**src/rtl/oqpsk_rcos_demod_if.sv**
```systemverilog
// Sample-in / bit-out bus of the OQPSK raised-cosine demodulator.
//   master : sample source and bit consumer (drives en, samples, bit_ready)
//   slave  : demodulator (drives bit stream, status and debug counters)
// Signals:
//   en           receiver enable
//   sample_valid i_sample/q_sample valid this cycle
//   i_sample     in-phase sample, signed DW_IN bits
//   q_sample     quadrature sample, signed DW_IN bits
//   bit_ready    consumer accepts bit_out
//   bit_valid    output FIFO non-empty
//   bit_out      recovered bit at FIFO head
//   low_conf     head bit came from a weak integrator result
//   overflow     sticky, a decision was dropped on a full FIFO
//   locked       receiver is tracking and emitting bits
//   cnt_i/cnt_q  per-rail symbol window counters (debug)
interface oqpsk_rcos_demod_if #(
    parameter int DW_IN = 13
);
    logic                    en;
    logic                    sample_valid;
    logic signed [DW_IN-1:0] i_sample;
    logic signed [DW_IN-1:0] q_sample;
    logic                    bit_ready;
    logic                    bit_valid;
    logic                    bit_out;
    logic                    low_conf;
    logic                    overflow;
    logic                    locked;
    logic [5:0]              cnt_i;
    logic [5:0]              cnt_q;

    modport master (
        output en, sample_valid, i_sample, q_sample, bit_ready,
        input  bit_valid, bit_out, low_conf, overflow, locked, cnt_i, cnt_q
    );

    modport slave (
        input  en, sample_valid, i_sample, q_sample, bit_ready,
        output bit_valid, bit_out, low_conf, overflow, locked, cnt_i, cnt_q
    );
endinterface

```
**src/rtl/oqpsk_rcos_demod.sv**
```systemverilog
// OQPSK raised-cosine receiver back end.
// Integrate-and-dump on each rail over PS_SMPLS samples, sign slicing, and a
// small first-word-fall-through FIFO that hands bits out in transmit order
// (I then Q). The Q window counter starts offset from I so the two rails
// never dump in the same cycle. The first SKIP_SYMS Q dumps after enable are
// thrown away while the pulse-overlap transient settles.
// Ports:
//   clk  rising-edge clock
//   rst  synchronous reset, active high
//   bus  oqpsk_rcos_demod_if slave: samples in, bits/status out
module oqpsk_rcos_demod #(
    parameter int DW_IN     = 13,
    parameter int PS_SMPLS  = 50,
    parameter int INIT_I    = 0,
    parameter int INIT_Q    = 25,
    parameter int SKIP_SYMS = 3,
    parameter int CONF_TH   = 256,
    parameter int FIFO_D    = 4
) (
    input logic               clk,
    input logic               rst,
    oqpsk_rcos_demod_if.slave bus
);
    localparam int AW = DW_IN + $clog2(PS_SMPLS);
    localparam int SW = $clog2(SKIP_SYMS + 1);
    localparam int PW = $clog2(FIFO_D);

    localparam logic [5:0]           CNT_LAST = 6'(PS_SMPLS - 1);
    localparam logic signed [AW-1:0] TH       = AW'(CONF_TH);

    typedef enum logic [1:0] {IDLE, ACQUIRE, TRACK} state_t;

    state_t               state, state_nxt;
    logic signed [AW-1:0] acc_i, acc_q;
    logic signed [AW-1:0] s_i, s_q;
    logic [5:0]           cnt_i, cnt_q;
    logic [SW-1:0]        skip_cnt;

    logic accept, dump_i, dump_q;
    logic bit_i, bit_q, low_i, low_q;

    // FIFO entries are {bit, low}
    logic [1:0]    mem [FIFO_D];
    logic [PW-1:0] wr_ptr, rd_ptr;
    logic [PW:0]   count;
    logic          wr_req, wr_ok, rd, full;
    logic [1:0]    wr_data;
    logic          overflow;

    // Datapath decode: dump sums include the sample arriving this cycle.
    always_comb begin
        accept = bus.en && bus.sample_valid && (state != IDLE);
        dump_i = accept && (cnt_i == CNT_LAST);
        dump_q = accept && (cnt_q == CNT_LAST);
        s_i    = acc_i + {{(AW-DW_IN){bus.i_sample[DW_IN-1]}}, bus.i_sample};
        s_q    = acc_q + {{(AW-DW_IN){bus.q_sample[DW_IN-1]}}, bus.q_sample};
        bit_i  = !s_i[AW-1];
        bit_q  = !s_q[AW-1];
        low_i  = (s_i < TH) && (s_i > -TH);
        low_q  = (s_q < TH) && (s_q > -TH);
    end

    always_comb begin
        state_nxt = state;
        if (!bus.en) begin
            state_nxt = IDLE;
        end else begin
            case (state)
                IDLE:    state_nxt = ACQUIRE;
                ACQUIRE: if (dump_q && skip_cnt == SW'(SKIP_SYMS - 1)) state_nxt = TRACK;
                default: state_nxt = state;
            endcase
        end
    end

    always_ff @(posedge clk) begin
        if (rst) begin
            state    <= IDLE;
            acc_i    <= '0;
            acc_q    <= '0;
            cnt_i    <= 6'(INIT_I);
            cnt_q    <= 6'(INIT_Q);
            skip_cnt <= '0;
        end else begin
            state <= state_nxt;
            if (!bus.en) begin
                acc_i    <= '0;
                acc_q    <= '0;
                cnt_i    <= 6'(INIT_I);
                cnt_q    <= 6'(INIT_Q);
                skip_cnt <= '0;
            end else if (accept) begin
                acc_i <= dump_i ? '0 : s_i;
                acc_q <= dump_q ? '0 : s_q;
                cnt_i <= dump_i ? '0 : cnt_i + 6'd1;
                cnt_q <= dump_q ? '0 : cnt_q + 6'd1;
                if (state == ACQUIRE && dump_q) skip_cnt <= skip_cnt + SW'(1);
            end
        end
    end

    // Output FIFO. A pop on the same edge frees the slot for a write to a full FIFO.
    always_comb begin
        full    = (count == (PW+1)'(FIFO_D));
        rd      = (count != '0) && bus.bit_ready;
        wr_req  = (state == TRACK) && (dump_i || dump_q);
        wr_data = dump_i ? {bit_i, low_i} : {bit_q, low_q};
        wr_ok   = wr_req && (!full || rd);
    end

    always_ff @(posedge clk) begin
        if (rst) begin
            wr_ptr   <= '0;
            rd_ptr   <= '0;
            count    <= '0;
            overflow <= 1'b0;
        end else begin
            if (wr_ok) begin
                mem[wr_ptr] <= wr_data;
                wr_ptr      <= wr_ptr + PW'(1);
            end
            if (rd) rd_ptr <= rd_ptr + PW'(1);
            count <= count + (PW+1)'(wr_ok) - (PW+1)'(rd);
            if (wr_req && !wr_ok) overflow <= 1'b1;
        end
    end

    // Head data is gated so the outputs read 0 while the FIFO is empty.
    assign bus.bit_valid = (count != '0);
    assign bus.bit_out   = bus.bit_valid && mem[rd_ptr][1];
    assign bus.low_conf  = bus.bit_valid && mem[rd_ptr][0];
    assign bus.overflow  = overflow;
    assign bus.locked    = (state == TRACK);
    assign bus.cnt_i     = cnt_i;
    assign bus.cnt_q     = cnt_q;
endmodule

```
**src/flat_wrapper.sv**
```systemverilog
// flat-port wrapper written by rule: the top's interface ports become plain ports
module oqpsk_rcos_demod_flat 
#(
    parameter int DW_IN     = 13,
    parameter int PS_SMPLS  = 50,
    parameter int INIT_I    = 0,
    parameter int INIT_Q    = 25,
    parameter int SKIP_SYMS = 3,
    parameter int CONF_TH   = 256,
    parameter int FIFO_D    = 4
)
  (clk, rst, bus_en, bus_sample_valid, bus_i_sample, bus_q_sample, bus_bit_ready, bus_bit_valid, bus_bit_out, bus_low_conf, bus_overflow, bus_locked, bus_cnt_i, bus_cnt_q);
  oqpsk_rcos_demod_if #(.DW_IN(DW_IN)) bus_i ();
  input logic clk;
  input logic rst;
  input wire logic [$bits(bus_i.en)-1:0] bus_en;
  input wire logic [$bits(bus_i.sample_valid)-1:0] bus_sample_valid;
  input wire logic [$bits(bus_i.i_sample)-1:0] bus_i_sample;
  input wire logic [$bits(bus_i.q_sample)-1:0] bus_q_sample;
  input wire logic [$bits(bus_i.bit_ready)-1:0] bus_bit_ready;
  output wire logic [$bits(bus_i.bit_valid)-1:0] bus_bit_valid;
  output wire logic [$bits(bus_i.bit_out)-1:0] bus_bit_out;
  output wire logic [$bits(bus_i.low_conf)-1:0] bus_low_conf;
  output wire logic [$bits(bus_i.overflow)-1:0] bus_overflow;
  output wire logic [$bits(bus_i.locked)-1:0] bus_locked;
  output wire logic [$bits(bus_i.cnt_i)-1:0] bus_cnt_i;
  output wire logic [$bits(bus_i.cnt_q)-1:0] bus_cnt_q;
  assign bus_i.en = bus_en;
  assign bus_i.sample_valid = bus_sample_valid;
  assign bus_i.i_sample = bus_i_sample;
  assign bus_i.q_sample = bus_q_sample;
  assign bus_i.bit_ready = bus_bit_ready;
  assign bus_bit_valid = bus_i.bit_valid;
  assign bus_bit_out = bus_i.bit_out;
  assign bus_low_conf = bus_i.low_conf;
  assign bus_overflow = bus_i.overflow;
  assign bus_locked = bus_i.locked;
  assign bus_cnt_i = bus_i.cnt_i;
  assign bus_cnt_q = bus_i.cnt_q;
  oqpsk_rcos_demod #(.DW_IN(DW_IN), .PS_SMPLS(PS_SMPLS), .INIT_I(INIT_I), .INIT_Q(INIT_Q), .SKIP_SYMS(SKIP_SYMS), .CONF_TH(CONF_TH), .FIFO_D(FIFO_D)) u_core (.clk(clk), .rst(rst), .bus(bus_i));
endmodule
```
**config.mk**
```make
export PLATFORM = sky130hd
export DESIGN_NAME = oqpsk_rcos_demod_flat
export DESIGN_NICKNAME = d
export VERILOG_FILES = /design/src/rtl/oqpsk_rcos_demod_if.sv /design/src/rtl/oqpsk_rcos_demod.sv /design/src/flat_wrapper.sv
export SDC_FILE = /design/constraint.sdc
export NUM_CORES = 1
export LEC_CHECK = 0
export BUFFER_PORTS_ARGS = -buffer_cell sky130_fd_sc_hd__buf_2
export CORE_UTILIZATION = 50
export DETAILED_ROUTE_END_ITERATION = 16
export PLACE_DENSITY = 0.8
export SLEW_MARGIN = 5
export SYNTH_ARGS = -nofsm -noshare
export SYNTH_HDL_FRONTEND = slang
export SYNTH_SLANG_ARGS = --single-unit
```
**constraint.sdc**
```tcl
create_clock -name clk -period 7.4 [get_ports clk]
set_input_delay 1.48 -clock clk [delete_from_list [all_inputs] [get_ports clk]]
set_output_delay 1.48 -clock clk [all_outputs]
set_load 0.1 [all_outputs]
```
==> results.yml <==
floorplan:
  pin_count: 48
  fp.dieH_um: 101
  rows: 35
  core_area_sq_um: 9370
  die-area_sq_um: 10200
  start_util: 0.524
  die_x_um: 101
finish:
  final_cell_mix: "nor2_1 (92), dfxtp_1 (64), ha_1 (47), buf_2 (47), a21oi_1 (35)"
  fin_nets: 700
  final_common_cell: "nor2_1"
  final_core_util: 0.586
  num-fill-cells: 866
  antenna_cells_inserted: 0
  drive_gt1_frac: 0.127
  area_delta_synth_final_pct: 11.7
grt:
  grt_max_degree: 53
  antenna_found_initial: 0
  overflow: 0
  grt_first_pass_wirelength_um: 19300
  grt_pass1_vias: 4256
  grt_use_total: 0.236
setup_path:
  setup.worst_path.start_class: "primary input"
  crit_arrival_ns: 4.52
  required_ns: 7.57
  critPathMaxFanout: 4
  worstSetupPathType: "primary input to flip-flop"
  end_kind: "flip-flop"
drt:
  dr.pass1.iters: 5
  drtAntennaViolNets: 0
  drt-initial-drc-count: 250
  route.detailed.drc: 0
  vias: 4498
  routed_wirelength_um: 11400
  routedWlPerCell_um: 15.1
  vias_per_cell: 5.97
power:
  peakVddDrop_uv: 173
  p_leak_nw: 2.22
  powerDensity_nw_per_um2: 195
clock_tree:
  cts-root-buf: "clkbuf_8"
  cts.sinks: 72
  cts_resized: 0
  post-cts-setup-buffers: 0
  ctsLongestPathBuffers: 2
  clkTransAtPathRegs_ns: 0.08
  cts_tree: "yes"
  hold_buffers: 0
  cts-htree-levels: 3
  cts_made_buffers: 9
  clock_latency_ns: 0.35
min_path:
  hold_path_class: "flip-flop to flip-flop"
placement:
  dp_hpwl_um: 8590
  routabilityCongestion: 0.987
  portBuffers: 47
synthesis:
  syn_nets: 661
  ys_seq_elements: 72
  ys_types: 62
  synth_ff_type: "dfxtp_1"
  synth_edf_count: 8
  ys_warn_count: 0
  synth_cells: 580
  synth_area_sq_um: 4910
  ys_seq_area_frac: 0.310
  syn_avg_cell_area_sq_um: 8.47
  postSynth.asyncResetShare: 0
sta:
  timing.fmax_mhz: 230
  drv_slew: 0
  final.setup_skew_ns: 0.0119
  period_share: 0.589
  period_minus_slack_ns: 4.36
  finalSetupViolCount: 0
  grt_setup_unrepaired: "no"
  worst_slew_pin_slew_ns: 1.21
  slew_headroom: 0.191
  finalHoldViolCount: 0
  setup_tns_ns: 0
run:
  maxCapViolations: 0
status:
  status: "completed"
per-stage QoR:
stage	area (sq um)	power, mW	hold WS (ns)	instances	worst slack, ns
finish	5490	1.07	0.476	753	3.04
global route	5490	1.12	0.499	753	2.71
CTS	5490	1.08	0.482	753	3.08
detailed placement	5250	0.717	0.460	737	2.74
global placement	5250	0.708	0.442	737	2.77
floorplan	4910	0.663	0.461	580	3.13
Yosys cell counts, drive strengths merged, types with 8 or more instances:
cell type / instances / area share
nand3: 15 / 0.015
o211ai: 8 / 0.013
a211oi: 8 / 0.012
a22oi: 34 / 0.052
clkbuf: 19 / 0.015
edfxtp: 8 / 0.049
nor4: 8 / 0.011
inv: 18 / 0.014
nor2: 92 / 0.070
xnor2: 24 / 0.043
xor2: 16 / 0.029
nand2: 29 / 0.022
o21ai: 18 / 0.018
a21o: 8 / 0.012
and2: 10 / 0.013
ha: 47 / 0.12
a21oi: 35 / 0.036
dfxtp: 64 / 0.26
nor3: 16 / 0.016
metal layers:
layer / GRT usage / part of all wire / vias to the layer above
li1: - / - / 2235
met3: 0.0435 / 0.052 / 23
met4: 0.0713 / 0.018 / 0
met1: 0.295 / 0.46 / 2108
met2: 0.414 / 0.47 / 132
met5: 0 / 0 / -
worst max-delay path, stage by stage:
cell and delay (ns):
buf_2 0.10, ha_1 0.21, fa_1 0.43, a21o_1 0.22, a22oi_1 0.25, a221oi_1 0.13
o31a_1 0.28, or4_1 0.40, or4b_1 0.53, nor4_1 0.26, a41oi_1 0.10, o211ai_2 0.13
kinds of logic (layout without fill, tap and decap cells):
kind of cell	after synthesis	in the layout	synth area share
xor gates and xnor gates	40	40	0.0713
and+or+nand+nor	220	220	0.222
buffers and inverters	39	83	0.0298
muxes	5	5	0.0155
AOI/OAI and AO/OA	154	154	0.220
DFF	72	72	0.310
adders and majority gates	50	50	0.132
worst paths after layout:
| path | cells past startpoint | endpoint | startpoint | slack [ns] |
|---|---|---|---|---|
| worst max register to register | 10 | u_core.mem[0][0] | u_core.state[0] | 3.95 |
| worst min-delay path | 2 | u_core.bus.overflow | u_core.bus.overflow | 0.48 |
| worst min register to register | 2 | u_core.bus.overflow | u_core.bus.overflow | 0.48 |
| worst max-delay path | 12 | u_core.mem[0][0] | bus_q_sample[0] | 3.04 |
layout make-up:
class                   instances  area [sq um]  area share
clock buffers                  10           149      0.0271
clock inverters                 6          88.8      0.0162
inverters                      18          67.6      0.0123
multi-input cells             469          3250       0.592
flip-flops and latches         72          1520       0.277
well taps                     129           161      0.0294
repair buffers                 49           250      0.0456
state kept, by name, summed over array words and instances (netlist names), named ones only:
name / flops
u_core.acc_q: 19
u_core.rd_ptr: 2
u_core.bus.overflow: 1
u_core.wr_ptr: 2
u_core.mem: 8
u_core.bus.cnt_q: 6
u_core.bus.cnt_i: 6
u_core.acc_i: 19
u_core.skip_cnt: 2
u_core.state: 2
u_core.count: 3
report_power, final:
part           total [mW]  switching [mW]  internal (mW)
Sequential          0.427          0.0155          0.412
Clock               0.364           0.153          0.211
Combinational       0.281           0.197         0.0846
(Power assumes the default switching activity.)
